### src/rtl/button_pkg.sv
// Shared definitions for the push-button conditioning path.
// State encodings and default qualification length.
package button_pkg;

  localparam logic [1:0] STABLE_LO = 2'd0;
  localparam logic [1:0] CHK_HI    = 2'd1;
  localparam logic [1:0] STABLE_HI = 2'd2;
  localparam logic [1:0] CHK_LO    = 2'd3;

  // 10 ms at 100 MHz
  localparam int DEBOUNCE_CYCLES_DEF = 1000000;

  function automatic logic is_chk(input logic [1:0] s);
    return (s == CHK_HI) || (s == CHK_LO);
  endfunction

endpackage

### src/rtl/button_sync_ff.sv
// Multi-flop synchroniser for an asynchronous pad input.
// Resets every stage to 0; o_q is the last stage.
module button_sync_ff #(
  parameter int STAGES = 2
) (
  input  logic i_clk,
  input  logic i_rst,
  input  logic i_d,
  output logic o_q
);

  logic [STAGES-1:0] r_q;

  // shift the pad value through the chain
  always_ff @(posedge i_clk or posedge i_rst) begin
    if (i_rst) r_q <= '0;
    else       r_q <= {r_q[STAGES-2:0], i_d};
  end

  assign o_q = r_q[STAGES-1];

endmodule

### src/rtl/button_debounce.sv
// Push-button debouncer: synchroniser plus counter-qualified FSM.
// Emits a registered level and one-cycle rise/fall strobes.
module button_debounce
  import button_pkg::*;
#(
  parameter int SYNC_STAGES     = 2,
  parameter int DEBOUNCE_CYCLES = DEBOUNCE_CYCLES_DEF
) (
  input  logic clk,
  input  logic rst,
  input  logic btn_in,
  output logic btn_level,
  output logic btn_rise,
  output logic btn_fall,
  output logic busy
);

  localparam int CNT_W = $clog2(DEBOUNCE_CYCLES);
  localparam logic [CNT_W-1:0] CNT_LAST =
    CNT_W'(DEBOUNCE_CYCLES - 1);

  logic             w_btn_s;
  logic [1:0]       r_state;
  logic [1:0]       w_state_nxt;
  logic [CNT_W-1:0] r_cnt;
  logic [CNT_W-1:0] w_cnt_nxt;
  logic             r_level;
  logic             w_level_nxt;
  logic             r_rise;
  logic             w_rise_nxt;
  logic             r_fall;
  logic             w_fall_nxt;
  logic             r_busy;

  button_sync_ff #(
    .STAGES (SYNC_STAGES)
  ) u_sync (
    .i_clk (clk),
    .i_rst (rst),
    .i_d   (btn_in),
    .o_q   (w_btn_s)
  );

  // next-state, counter and output decode
  always_comb begin
    w_state_nxt = r_state;
    w_cnt_nxt   = r_cnt;
    w_level_nxt = r_level;
    w_rise_nxt  = 1'b0;
    w_fall_nxt  = 1'b0;
    case (r_state)
      STABLE_LO: begin
        w_level_nxt = 1'b0;
        if (w_btn_s) begin
          w_state_nxt = CHK_HI;
          w_cnt_nxt   = '0;
        end
      end
      CHK_HI: begin
        if (!w_btn_s) begin
          w_state_nxt = STABLE_LO;
          w_cnt_nxt   = '0;
        end else if (r_cnt == CNT_LAST) begin
          w_state_nxt = STABLE_HI;
          w_cnt_nxt   = '0;
          w_level_nxt = 1'b1;
          w_rise_nxt  = 1'b1;
        end else begin
          w_cnt_nxt = r_cnt + 1'b1;
        end
      end
      STABLE_HI: begin
        w_level_nxt = 1'b1;
        if (!w_btn_s) begin
          w_state_nxt = CHK_LO;
          w_cnt_nxt   = '0;
        end
      end
      CHK_LO: begin
        if (w_btn_s) begin
          w_state_nxt = STABLE_HI;
          w_cnt_nxt   = '0;
        end else if (r_cnt == CNT_LAST) begin
          w_state_nxt = STABLE_LO;
          w_cnt_nxt   = '0;
          w_level_nxt = 1'b0;
          w_fall_nxt  = 1'b1;
        end else begin
          w_cnt_nxt = r_cnt + 1'b1;
        end
      end
      default: begin
        w_state_nxt = STABLE_LO;
        w_cnt_nxt   = '0;
        w_level_nxt = 1'b0;
      end
    endcase
  end

  // state, counter and registered outputs
  always_ff @(posedge clk or posedge rst) begin
    if (rst) begin
      r_state <= STABLE_LO;
      r_cnt   <= '0;
      r_level <= 1'b0;
      r_rise  <= 1'b0;
      r_fall  <= 1'b0;
      r_busy  <= 1'b0;
    end else begin
      r_state <= w_state_nxt;
      r_cnt   <= w_cnt_nxt;
      r_level <= w_level_nxt;
      r_rise  <= w_rise_nxt;
      r_fall  <= w_fall_nxt;
      r_busy  <= is_chk(w_state_nxt);
    end
  end

  assign btn_level = r_level;
  assign btn_rise  = r_rise;
  assign btn_fall  = r_fall;
  assign busy      = r_busy;

endmodule

### config.mk
export PLATFORM = sky130hd
export DESIGN_NAME = button_debounce
export DESIGN_NICKNAME = d
export VERILOG_FILES = /design/src/rtl/button_pkg.sv /design/src/rtl/button_sync_ff.sv /design/src/rtl/button_debounce.sv
export SDC_FILE = /design/constraint.sdc
export NUM_CORES = 1
export LEC_CHECK = 0
export ABC_AREA = 1
export ABC_CLOCK_PERIOD_IN_PS = 3210
export BUFFER_PORTS_ARGS = -buffer_cell sky130_fd_sc_hd__buf_2
export CORE_MARGIN = 2
export CORE_UTILIZATION = 65
export CTS_CLUSTER_DIAMETER = 200
export DETAILED_ROUTE_END_ITERATION = 8
export PLACE_DENSITY = 0.91
export SETUP_SLACK_MARGIN = 0.5
export SLEW_MARGIN = 20
export SYNTH_ARGS = -nofsm -noshare
export SYNTH_HDL_FRONTEND = slang
export SYNTH_SLANG_ARGS = --single-unit
### constraint.sdc
create_clock -name clk -period 3.21 [get_ports clk]
set_clock_uncertainty 0.2 [all_clocks]
set_input_delay 0.642 -clock clk [delete_from_list [all_inputs] [get_ports clk]]
set_output_delay 0.642 -clock clk [all_outputs]
set_load 0.03 [all_outputs]
# Word level (Yosys, flattened, before mapping)
# Index checks and enable logic that the tools add are counted.
[totals]
out_inout_bits = 4
elab_cells = 47
in_bits = 3
reg_bits = 28
[op_classes]
eq_ne = 12
n_reduce_logical = 4
mux = 23
add_sub_neg = 1
[op_table]
columns = ["cell", "count"]
rows = [
  ["20-bit 2-to-1 mux", 5],
  ["20-bit one-hot mux with 4 select lines", 1],
  ["20-bit by 1-bit adder with 20-bit output (second input constant)", 1],
  ["20-bit == test (second input constant)", 1],
  ["2-bit 2-to-1 mux", 6],
  ["1-bit 2-to-1 mux", 9],
  ["2-bit inequality test (second input constant)", 4],
  ["2-bit one-hot mux with 4 select lines", 1],
  ["2-bit == test (second input constant)", 3],
  ["2-bit by 1-bit == test with 1-bit output (second input constant)", 2],
  ["2-bit by 1-bit inequality test with 1-bit output (second input constant)", 2],
  ["1-bit one-hot mux with 4 select lines", 1],
  ["4-bit AND reduction", 1],
  ["2-bit logical NOT", 1],
  ["2-bit AND reduction", 1],
  ["1-bit logical OR", 1],
]

# Longest topological paths before layout
# Gate-level depths: netlist of the first run.
[logic_depth]
depth_word = 6
depth_mapped = 11
mapped_depth_nobuf = 11

# Modules after synthesis
# Synthesis of the first run repeated with hierarchy kept, for this count alone.
[unflattened]
hier_cells = 231
hier_area_um2 = 1660.3
[modules_own_cells]
columns = ["mod", "area_each_um2", "instances", "cells_per_inst", "seq_area_each_um2"]
rows = [
  ["button_debounce", 1606.5, 1, 228, 625.6],
  ["button_sync_ff", 53.8, 1, 3, 50.0],
]

# Worst setup path after synthesis of the first run
# Ideal clock, no wire load.
[synth_path]
path_kind = "reg-to-reg"
from = "register r_state[0]"
to = "register r_cnt[18]"
stages_incl_launch_ff = 11
arrival_time_ps = 1661
setup_slack_ps = 1230
synth_period_minus_slack_ps = 1980
path_cell_list = "dfrtp_1 -> inv_1 -> ha_1 -> nand2_4 -> o21ai_4 -> nor2_8 -> nand2_4 -> nor2_4 -> nand2_2 -> o21ai_1 -> nor2_1"
[synth_between]
elab_chain_len = 3
elab_cells_between_ends = 8
classes_between = "5 x eq/ne; 1 x mux; 2 x reduce/logical"
[synth_rtl]
columns = ["element", "line", "rtl"]
rows = [
  ["start: declaration", "button_debounce.sv:23", "logic [1:0] r_state;"],
  ["start signal: assignment", "button_debounce.sv:110", "r_state <= w_state_nxt;"],
  ["2-bit == test or 2-bit logical NOT (tied branches)", "button_debounce.sv:51", "case (r_state)"],
  ["2-bit inequality test (no line) or 2-bit by 1-bit inequality test with 1-bit output (tied branches)", "--", ""],
  ["2-bit AND reduction (no line)", "--", ""],
  ["end signal: assignment", "button_debounce.sv:111", "r_cnt <= w_cnt_nxt;"],
  ["end: declaration", "button_debounce.sv:25", "logic [CNT_W-1:0] r_cnt;"],
]
# Several ways; a longest one is shown, not always the timed one.
# A chain may end at the register's enable or synchronous reset.

# Worst setup path after layout of the first run
[layout_path]
from = "register r_state[0]"
to = "register r_cnt[12]"
# The elaborated chain is that of the path after synthesis.

==> summary.md, run 1 <==
| Metric | Value |
|---|---|
| Outcome | `finished, final reports clean` |
| #FFs+latches synth | `27` |
| Dpl cell area | `1720 µm²` |
| Design area | `1740 µm²` |
| Worst R2R Start | `r_state[0]` |
| Clk buf depth | `2` |
| Post-CTS Setup Bufs | `0` |
| Max-Cap Viols | `0` |
| Critical path cell sequence | `inv_1, ha_1, nand2_4, o21ai_4, nor2_8, nand2_4, inv_1, nand3_1, and3_1` |
| Worst Path Max Fanout | `9` |
| Post-CTS Hold Fix Bufs | `0` |
| Hold WS | `0.134 ns` |
| Mean Syn Cell Area | `7.52 µm²` |
| Post-synth top area share | `40.7%` |
| Post-route setup TNS | `0 ns` |
| HPWL after DPL | `2440 µm` |
| Largest net degree at the start of global routing | `28` |
| Core area | `2450 µm²` |
| Final Cycle Share | `61.4%` |
| CTS root buffer | `clkbuf_4` |
| Critical path endpoint category | `flip-flop` |
| Most common cell after layout, fill and taps aside | `nand2_1` |
| Slew Viols, Final | `0` |
| Initial Utilization | `67.7%` |
| Seq/Total Area, Yosys | `40.7%` |
| Final Hold Vio Count | `0` |
| Die H | `54.6 µm` |
| Hold Path Class | `in -> async` |
| RSZ-0062 raised after global routing | `no` |
| Warning count from the yosys run | `0` |
| Slew margin rel. | `63.7%` |
| Distinct cells, synth | `30` |
| Total track usage | `24.7%` |
| Via count | `1,385` |
| Iter 0 DRT Violations | `32` |
| Leakage | `0.885 nW` |
| Worst-Margin Slew | `0.544 ns` |
| Syn Inst Count | `221` |
| Die area | `2980 µm²` |
| Commonest cells after routing, fill and taps aside | `54 x nand2_1, 33 x nor2_1, 32 x inv_1, 27 x dfrtp_1, 15 x nand3_1` |
| Clock Sinks | `27` |
| Initial antenna violation count | `0` |
| Via-to-Cell Ratio | `5.33` |
| Fmax | `0.508 GHz` |
| Final core utilization | `71.0%` |
| CP startpoint kind | `flip-flop` |
| Vias in the first global route | `1,201` |
| Final setup violation count | `0` |
| Ys async rst share | `100%` |
| Critical path required time | `3.23 ns` |
| DRC | `0` |
| Maximum VDD drop | `0.000415 V` |
| Crit. Startpoint | `r_state[0]` |
| CTS H-tree depth | `1` |
| Mapped Area | `1660 µm²` |
| Capture point of the worst reg-to-reg path | `r_cnt[12]` |
| Slowest cell on crit path | `dfrtp_1` |
| Area Growth Syn to Fin | `4.97%` |
| DRT Pass-1 Iters | `4` |
| Post-synth EDFFs | `0` |
| R2R setup slack | `1.24 ns` |
| Grt ovf | `0` |
| Crit path kind | `reg -> reg` |
| Largest cells by area after synthesis | `dfrtp_1 41%, nand2_1 12%, inv_1 7.5%, nor2_1 7.5%, ha_1 4.5%` |
| R2r worst-path depth | `9` |
| Largest stage delay, worst path | `0.43 ns` |
| Number of diodes | `0` |
| Register cell area after layout | `676 µm²` |
| IO Pins | `7` |
| Row count | `18` |
| Pwr/cell area | `438 nW/µm²` |
| Synth Flop Type | `dfrtp_1` |
| CTS buffer count | `3` |
| Routed WL | `3170 µm` |
| Post-synthesis net count | `230` |
| Clk slew on worst S/H paths | `0.15 ns` |
| Synth area leader | `dfrtp_1` |
| CTS tree | `done` |
| Tot Pwr | `0.000765 W` |
| Resized cells post-CTS | `0` |
| Die W | `54.6 µm` |
| # port buffers | `6` |
| Worst EP arrival | `1.99 ns` |
| Tmin final | `1.97 ns` |
| Skew-Pair Late Insertion Delay | `0.32 ns` |
| GP Congestion | `0.982` |
| Fillers | `207` |
| Nets@finish | `240` |
| Antenna Nets Post-Route | `0` |
| Share of layout cells above drive strength 1 | `12.6%` |
| Wirelength per Cell | `12.2 µm` |
| First-pass GRT wire length | `5330 µm` |
| Multi-input gate area | `835 µm²` |
==> flip-flops by register name, summed over array words and instances (netlist names) <==
register	count
r_state	2
btn_fall	1
btn_rise	1
btn_level	1
r_cnt	20
u_sync.r_q	2
==> logic make-up after synthesis <==
kind of cell | count (synthesis) | share of synthesized area, %
flops | 27 | 40.7
buf+inv | 37 | 9.11
fa+ha+maj | 6 | 4.52
simple gates | 127 | 36.3
xor+xnor | 5 | 2.64
compound gates | 19 | 6.78
==> worst max path at each step <==
stage | slack, ns | cells after the start | to
after floorplan | 1.23 | 10 | r_cnt[18]
after global placement | 1.34 | 10 | r_cnt[18]
after detailed placement | 1.28 | 10 | r_cnt[18]
after CTS | 1.25 | 9 | r_cnt[12]
after global routing | 1.10 | 10 | r_cnt[18]
final | 1.24 | 9 | r_cnt[12]
==> synthesized netlist by cell type, drive strengths merged, types with 2 or more instances <==
| cell | instances |
|---|---|
| nor2 | 40 |
| dfrtp | 27 |
| inv | 36 |
| xor2 | 4 |
| nand4 | 2 |
| nor3 | 5 |
| o21ai | 12 |
| a21oi | 4 |
| nand2 | 60 |
| ha | 6 |
| nand3 | 15 |
| nor4 | 3 |
==> power breakdown <==
part           leakage (nW)  internal [W]  total (W)  switching [W]
clock                0.0150     0.0000487   0.000148      0.0000988
combinational         0.501     0.0000645   0.000237       0.000172
sequential            0.368      0.000362   0.000381      0.0000186
total                 0.885      0.000475   0.000765       0.000290
==> stage by stage <==
step / setup WS, ns / instances
after floorplan: 1.23 / 221
after global placement: 1.34 / 256
after detailed placement: 1.28 / 256
after CTS: 1.25 / 260
after global routing: 1.10 / 260
final: 1.24 / 260
==> area by class of cell <==
cell class,count,area share (%)
timing repair buffer,6,1.72
inverter,36,8.03
clock buffer,4,1.51
sequential,27,38.7
tap,30,2.15
multi-input combinational,157,47.8
==> worst max-delay path: cells and delay by family (launching register included) <==
family                   cells  cell delay (ns)
AND/OR/NAND/NOR              5             0.60
flip-flops                   1             0.43
adder cells (fa/ha/maj)      1             0.29
AO/OA/AOI/OAI                1             0.13
buffers and inverters        2             0.21
==> per-layer routing <==
layer / up-vias / share of wire, % / global-route usage, % / wire, µm
li1: 707 / - / - / -
met1: 637 / 50 / 35.7 / 1570
met2: 32 / 45 / 38.4 / 1430
met3: 9 / 3.6 / 3.28 / 113
met4: 0 / 1.7 / 7.92 / 55
met5: - / 0 / 0 / 0
Power figures use the tool's default switching activity.
==> inputs of run 2 (changes only) <==
Settings changed: ABC_CLOCK_PERIOD_IN_PS 3210 to 1900, CORE_UTILIZATION 65 to 60, PLACE_DENSITY 0.91 to 0.86.
Clock period 3.21 ns to 1.9 ns, I/O delays scaled along.
==> run 2 against run 1 <==
  * Utilization is 11 points higher
  * First-iteration DRC count rose to 3.1 times the previous value
  * Flip-flop and latch count stayed put
  * Count of clock-buffer cells in the layout unchanged
  * Register-to-register slack worse by 1.2 ns
  * Final cell count rose by 9.6%
  * Clock power up 78%
  * Largest power group is now combinational cells
  * Worst hold slack better by 0.041 ns
  * Combinational power rose to 3.1 times the previous value
  * Critical path depth is 1 higher
==> summary.md, run 2 (synthesis results as in run 1) <==
| Metric | Value |
|---|---|
| Outcome | `finished, final reports clean` |
| Critical path endpoint category | `flip-flop` |
| Final Cycle Share | `99.4% (+38 points)` |
| Critical path cell sequence | `buf_4, buf_4, ha_4, inv_2, o21ai_2, nand2_8, buf_4, nand2_1, nand3_1, nand2_1` |
| Maximum VDD drop | `0.000865 V (+110%)` |
| Slew margin rel. | `67.8% (+4.2 points)` |
| Hold WS | `0.175 ns (+0.0410 ns)` |
| Clk slew on worst S/H paths | `0.16 ns (about the same)` |
| Hold Crit Endpoint | `u_sync.r_q[1]` |
| Max FFs per register | `20 (unchanged)` |
| First-pass GRT wire length | `6460 µm (+21%)` |
| Largest net degree at the start of global routing | `28 (unchanged)` |
| Hold Path Class | `reg -> reg` |
| Fmax | `0.530 GHz (+4.3%)` |
| Wirelength per Cell | `16.3 µm (+34%)` |
| Slowest cell on crit path | `dfrtp_2` |
| Worst EP arrival | `1.96 ns (-0.03 ns)` |
| Row count | `19 (+1)` |
| Proportion of power drawn by the clock network | `15.9% (-3.4 points)` |
| Largest stage delay, worst path | `0.44 ns (about the same)` |
| Antenna Nets Post-Route | `0 (unchanged)` |
| Die H | `56.6 µm (+3.8%)` |
| CP Buf/Inv Count | `4 (+2)` |
| Post-Place Cells | `261 (+2.0%)` |
| Skew-Pair Late Insertion Delay | `0.33 ns (about the same)` |
| Tmin final | `1.89 ns (-0.0813 ns)` |
| Max-Cap Viols | `0 (unchanged)` |
| Nets@finish | `264 (+10%)` |
| Iter 0 DRT Violations | `99 (+210%)` |
| R2r worst-path depth | `10 (+1)` |
| Routed WL | `4660 µm (+47%)` |
| Top Registers | `r_cnt: 20 flops, r_state: 2 flops, u_sync.r_q: 2 flops` |
| Pwr/cell area | `754 nW/µm² (+72%)` |
| Top reg by flops | `r_cnt` |
| Number of diodes | `0 (unchanged)` |
| Slew Viols, Final | `0 (unchanged)` |
| R2R setup slack | `0.01 ns (-1.23 ns)` |
| Commonest cells after routing, fill and taps aside | `47 x nand2_1, 29 x nor2_1, 25 x inv_1, 23 x dfrtp_1, 17 x buf_4` |
| Die area | `3210 µm² (+7.7%)` |
| Worst-Margin Slew | `0.482 ns (-0.0619 ns)` |
| Clock Sinks | `27 (unchanged)` |
| IO Pins | `7 (unchanged)` |
| GP Congestion | `0.838 (-15%)` |
| Vias in the first global route | `1,437 (+20%)` |
| Final core utilization | `81.9% (+11 points)` |
| DRC | `0 (unchanged)` |
| Via count | `1,684 (+22%)` |
| CTS H-tree depth | `1 (unchanged)` |
| Core area | `2690 µm² (+9.4%)` |
| Switching part of the total | `40.6% (+2.8 points)` |
| Crit. Startpoint | `r_state[1]` |
| CTS tree | `done` |
| RSZ-0062 raised after global routing | `yes` |
| Initial antenna violation count | `0 (unchanged)` |
| Post-route setup TNS | `0 ns (unchanged)` |
| # port buffers | `6 (unchanged)` |
| Final setup violation count | `0 (unchanged)` |
| Final non-filler cell total | `285 (+9.6%)` |
| Die W | `56.6 µm (+3.8%)` |
| Hold wc startpoint | `u_sync.r_q[0]` |
| Area Growth Syn to Fin | `32.4%` |
| Via-to-Cell Ratio | `5.91 (+11%)` |
| Sequential share of power | `39.5% (-10 points)` |
| Capture point of the worst reg-to-reg path | `r_state[0]` |
| CTS root buffer | `clkbuf_4` |
| Internal | `0.000984 W (+110%)` |
| Critical path required time | `1.98 ns (-1.25 ns)` |
| Share of layout cells above drive strength 1 | `34.6% (+22 points)` |
| Top cell by count, worst path | `buf_4` |
| Grt ovf | `0 (unchanged)` |
| Worst R2R Start | `r_state[1]` |
| Clk buf depth | `2 (unchanged)` |
| Tot Pwr | `0.00166 W (+120%)` |
| Top delay family on crit path | `buffers and inverters` |
| Leakage | `1.05 nW (+19%)` |
| Initial Utilization | `61.9% (-5.8 points)` |
| P_sw | `0.000674 W (+130%)` |
| Crit path kind | `reg -> reg` |
| Worst Path Max Fanout | `4 (-5)` |
| Hold depth | `0` |
| CP startpoint kind | `flip-flop` |
| Most common cell after layout, fill and taps aside | `nand2_1` |
| HPWL after DPL | `2300 µm (-5.4%)` |
| Final Hold Vio Count | `0 (unchanged)` |
| DRT Pass-1 Iters | `4 (unchanged)` |
| Total track usage | `25.9% (+1.2 points)` |
| CTS buffer count | `3 (unchanged)` |
| Combinational share of power | `44.5% (+14 points)` |
==> run 2: cell types whose count changed in the layout (fill, tap and decap cells not counted), sizes merged <==
cell	change
buf	+21
clkinv	+1
dlygate4sd3	+2
inv	-1
nand2	+1
==> run 2: power by group through the flow <==
stage | clock [W] | sequential [W] | combinational [W]
6_report | 0.000264 | 0.000656 | 0.000739
5_1_grt | 0.000288 | 0.000661 | 0.000789
4_1_cts | 0.000247 | 0.000650 | 0.000568
3_5_place_dp | 0 | 0.000659 | 0.000439
3_3_place_gp | 0 | 0.000656 | 0.000435
2_1_floorplan | 0 | 0.000695 | 0.000285
==> run 2: how the worst max path moves through the flow <==
stage	end	depth (start not counted)
floorplan	r_cnt[16]	11
global placement	r_cnt[18]	11
global route	r_state[0]	10
CTS	r_cnt[18]	11
finish	r_state[0]	10
detailed placement	r_cnt[18]	11
==> run 2: metrics by stage <==
| step | setup WS [ns] | instance area [µm²] |
|---|---|---|
| 5_1_grt | -0.0865 | 2200 |
| 3_3_place_gp | 0.0462 | 1790 |
| 2_1_floorplan | 0.118 | 1690 |
| 6_report | 0.0118 | 2200 |
| 3_5_place_dp | 0.0435 | 1790 |
| 4_1_cts | 0.105 | 2010 |
==> run 2: area by class of cell <==
type | instances | area (µm²)
multi-input cells | 158 | 1040
repair buffers | 29 | 256
well taps | 31 | 38.8
fillers | 146 | 487
clock buffers | 4 | 26.3
flip-flops and latches | 27 | 681
inverters | 36 | 155
==> run 2: timing repair <==
item                                    CTS  global route
setup buffers                            12             5
endpoints found under the setup margin   29            29
hold buffers                              2             0
gates cloned                              1             0
pin swaps                                 9             8
hold endpoints to repair                 28             0
gates resized for setup                  25            38
==> run 2: routing by layer <==
layer	wire length (µm)	track usage, %	vias up	part of all wire, %
met5	0	0	-	0
met4	199	7.82	0	4.3
met3	385	3.46	24	8.3
met2	2320	45.2	108	50
met1	1750	33.3	789	38
li1	-	-	763	-
==> inputs of run 3 (changes only) <==
Settings changed: ABC_CLOCK_PERIOD_IN_PS 1900 to 1600, CORE_UTILIZATION 60 to 54, PLACE_DENSITY 0.86 to 0.82.
Clock period 1.9 ns to 1.6 ns, I/O delays scaled along.
==> run 3 against run 2 <==
  * The run now ends with negative setup slack left
  * Die area up 10%
  * Final cell count increased by 14%
  * Critical endpoint is now r_cnt[19]
  * Fmax decreased by 4.6%
  * Sequential power rose by 18%
  * Combinational power up 58%
  * Worst hold slack worse by 0.0020 ns
  * Utilization rose by 5.6 points
==> summary.md, run 3 (synthesis results as in run 1) <==
| Metric | Value |
|---|---|
| Outcome | `finished, violations left` |
| Failing checks | `negative setup slack` |
| Top reg by flops | `r_cnt` |
| RSZ-0062 raised after global routing | `yes` |
| Fillers | `110 (-25%)` |
| Vias in the first global route | `1,805 (+26%)` |
| Slew Viols, Final | `0 (unchanged)` |
| DRC | `0 (unchanged)` |
| First-pass GRT wire length | `8250 µm (+28%)` |
| # port buffers | `6 (unchanged)` |
| Iter 0 DRT Violations | `312 (+220%)` |
| Pwr/cell area | `880 nW/µm² (+17%)` |
| Clk slew on worst S/H paths | `0.17 ns (about the same)` |
| Most common cell after layout, fill and taps aside | `buf_4` |
| Critical path cell sequence | `inv_2, ha_4, inv_2, o21ai_4, buf_4, clkbuf_16, nor2_1, nand3_1, nand2_1, nand2_1, nor2_2` |
| Critical path endpoint category | `flip-flop` |
| Tmin final | `1.98 ns (+0.0917 ns)` |
| Slew margin rel. | `68.9% (+1.0 points)` |
| Nets@finish | `302 (+14%)` |
| Critical path required time | `1.71 ns (-0.27 ns)` |
| Hold Path Class | `reg -> reg` |
| Commonest cells after routing, fill and taps aside | `47 x buf_4, 41 x nand2_1, 25 x dfrtp_1, 24 x inv_1, 21 x nor2_1` |
| Final core utilization | `87.4% (+5.6 points)` |
| Crit path kind | `reg -> reg` |
| CTS tree | `done` |
| Via count | `2,109 (+25%)` |
| Max FFs per register | `20 (unchanged)` |
| Worst-Margin Slew | `0.463 ns (-0.0195 ns)` |
| DRT Pass-1 Iters | `7 (+3)` |
| Worst EP arrival | `2.09 ns (+0.13 ns)` |
| Pre-CTS setup slack | `-0.198 ns (-0.242 ns)` |
| Max-Cap Viols | `0 (unchanged)` |
| Initial antenna violation count | `0 (unchanged)` |
| Clock Sinks | `27 (unchanged)` |
| Area Growth Syn to Fin | `56.7%` |
| Die area | `3540 µm² (+10%)` |
| Leakage | `1.25 nW (+20%)` |
| Post-Place Cells | `301 (+15%)` |
| Routed WL | `7380 µm (+59%)` |
| Final setup violation count | `26 (+26)` |
| Slowest cell on crit path | `dfrtp_2` |
| Fmax | `0.505 GHz (-4.6%)` |
| Total track usage | `31.6% (+5.7 points)` |
| Hold WS | `0.173 ns (-0.00196 ns)` |
| Via-to-Cell Ratio | `6.49 (+9.8%)` |
| GP Congestion | `0.859 (+2.6%)` |
| Initial Utilization | `55.8% (-6.1 points)` |
| Setup ws final | `-0.380 ns (-0.392 ns)` |
| Design area | `2600 µm² (+18%)` |
| Wirelength per Cell | `22.7 µm (+39%)` |
| Clk buf depth | `2 (unchanged)` |
| CTS buffer count | `3 (unchanged)` |
| Antenna Nets Post-Route | `0 (unchanged)` |
| CTS H-tree depth | `1 (unchanged)` |
| Largest net degree at the start of global routing | `28 (unchanged)` |
| HPWL after DPL | `2760 µm (+20%)` |
| Maximum VDD drop | `0.000914 V (+5.7%)` |
| Core area | `2980 µm² (+11%)` |
| Dpl cell area | `2080 µm² (+16%)` |
| Die W | `59.5 µm (+5.0%)` |
| Share of layout cells above drive strength 1 | `50.7% (+16 points)` |
| CTS root buffer | `clkbuf_4` |
| Largest stage delay, worst path | `0.44 ns (about the same)` |
| Worst Path Max Fanout | `4 (unchanged)` |
| CP startpoint kind | `flip-flop` |
| Top Registers | `r_cnt: 20 flops, r_state: 2 flops, u_sync.r_q: 2 flops` |
| Number of diodes | `0 (unchanged)` |
| Die H | `59.5 µm (+5.0%)` |
| Final non-filler cell total | `325 (+14%)` |
| Row count | `20 (+1)` |
| Grt ovf | `0 (unchanged)` |
| Final Hold Vio Count | `0 (unchanged)` |
| Skew-Pair Late Insertion Delay | `0.37 ns (+0.04 ns)` |
| Final Cycle Share | `124% (+24 points)` |
| IO Pins | `7 (unchanged)` |
-- run 3: changes by cell type in the layout (fill, tap and decap cells not counted), sizes merged --
cell and delta:
clkinvlp +1, clkinv -1, inv +2, buf +36
-- run 3: per-layer routing --
metal / GRT usage, % / part of all wire, % / vias to the layer above / wire length [µm]
met5: 0 / 0 / - / 0
met4: 13.0 / 7.1 / 0 / 524
met3: 4.15 / 11 / 75 / 785
met2: 53.7 / 46 / 211 / 3380
met1: 40.1 / 36 / 984 / 2690
li1: - / - / 839 / -
-- run 3: where the power goes --
part	internal (W)	switching [W]
logic	0.000479	0.000694
registers	0.000729	0.0000477
clock network	0.0000967	0.000245
-- run 3: timing repair --
| item | CTS | global route |
|---|---|---|
| cloned | 2 | 1 |
| gates resized for setup | 46 | 47 |
| pin swaps | 9 | 19 |
| endpoints found under the setup margin | 29 | 30 |
| buffers inserted | 5 | 10 |
| hold buffers | 2 | 0 |
| endpoints found under the hold margin | 28 | 0 |
-- run 3: layout make-up --
type / instances / area [µm²] / share of cell area [%]
Tap cell: 33 / 41.3 / 1.59
Clock inverter: 1 / 7.51 / 0.288
Inverter: 36 / 153 / 5.86
Timing Repair inverter: 1 / 11.3 / 0.432
Timing Repair Buffer: 66 / 574 / 22.1
Clock buffer: 3 / 22.5 / 0.865
Multi-Input combinational cell: 158 / 1120 / 42.9
Sequential cell: 27 / 678 / 26.0
-- run 3: final timing paths --
check	slack [ns]	start	end	depth (start not counted)
hold reg to reg	0.17	u_sync.r_q[0]	u_sync.r_q[1]	0
setup / recovery	-0.38	r_state[1]	r_cnt[19]	11
hold / removal	0.17	u_sync.r_q[0]	u_sync.r_q[1]	0
min in group asynchronous	0.31	rst	u_sync.r_q[0]	4
setup reg to reg	-0.38	r_state[1]	r_cnt[19]	11
max in group asynchronous	0.64	rst	r_state[1]	4
-- run 3: per-stage QoR --
step	power [W]	setup TNS, ns
5_1_grt	0.00237	-7.45
6_report	0.00229	-7.55
2_1_floorplan	0.00116	-2.71
4_1_cts	0.00192	-2.88
3_5_place_dp	0.00140	-2.68
3_3_place_gp	0.00138	-1.60
-- run 3: critical path, delay by kind of cell, from the launching register on --
| family | cells | cell delay (ns) |
|---|---|---|
| and+or+nand+nor | 5 | 0.62 |
| buffers and inverters | 4 | 0.44 |
| DFF | 1 | 0.44 |
| adders and majority gates | 1 | 0.16 |
| AOI/OAI and AO/OA | 1 | 0.07 |
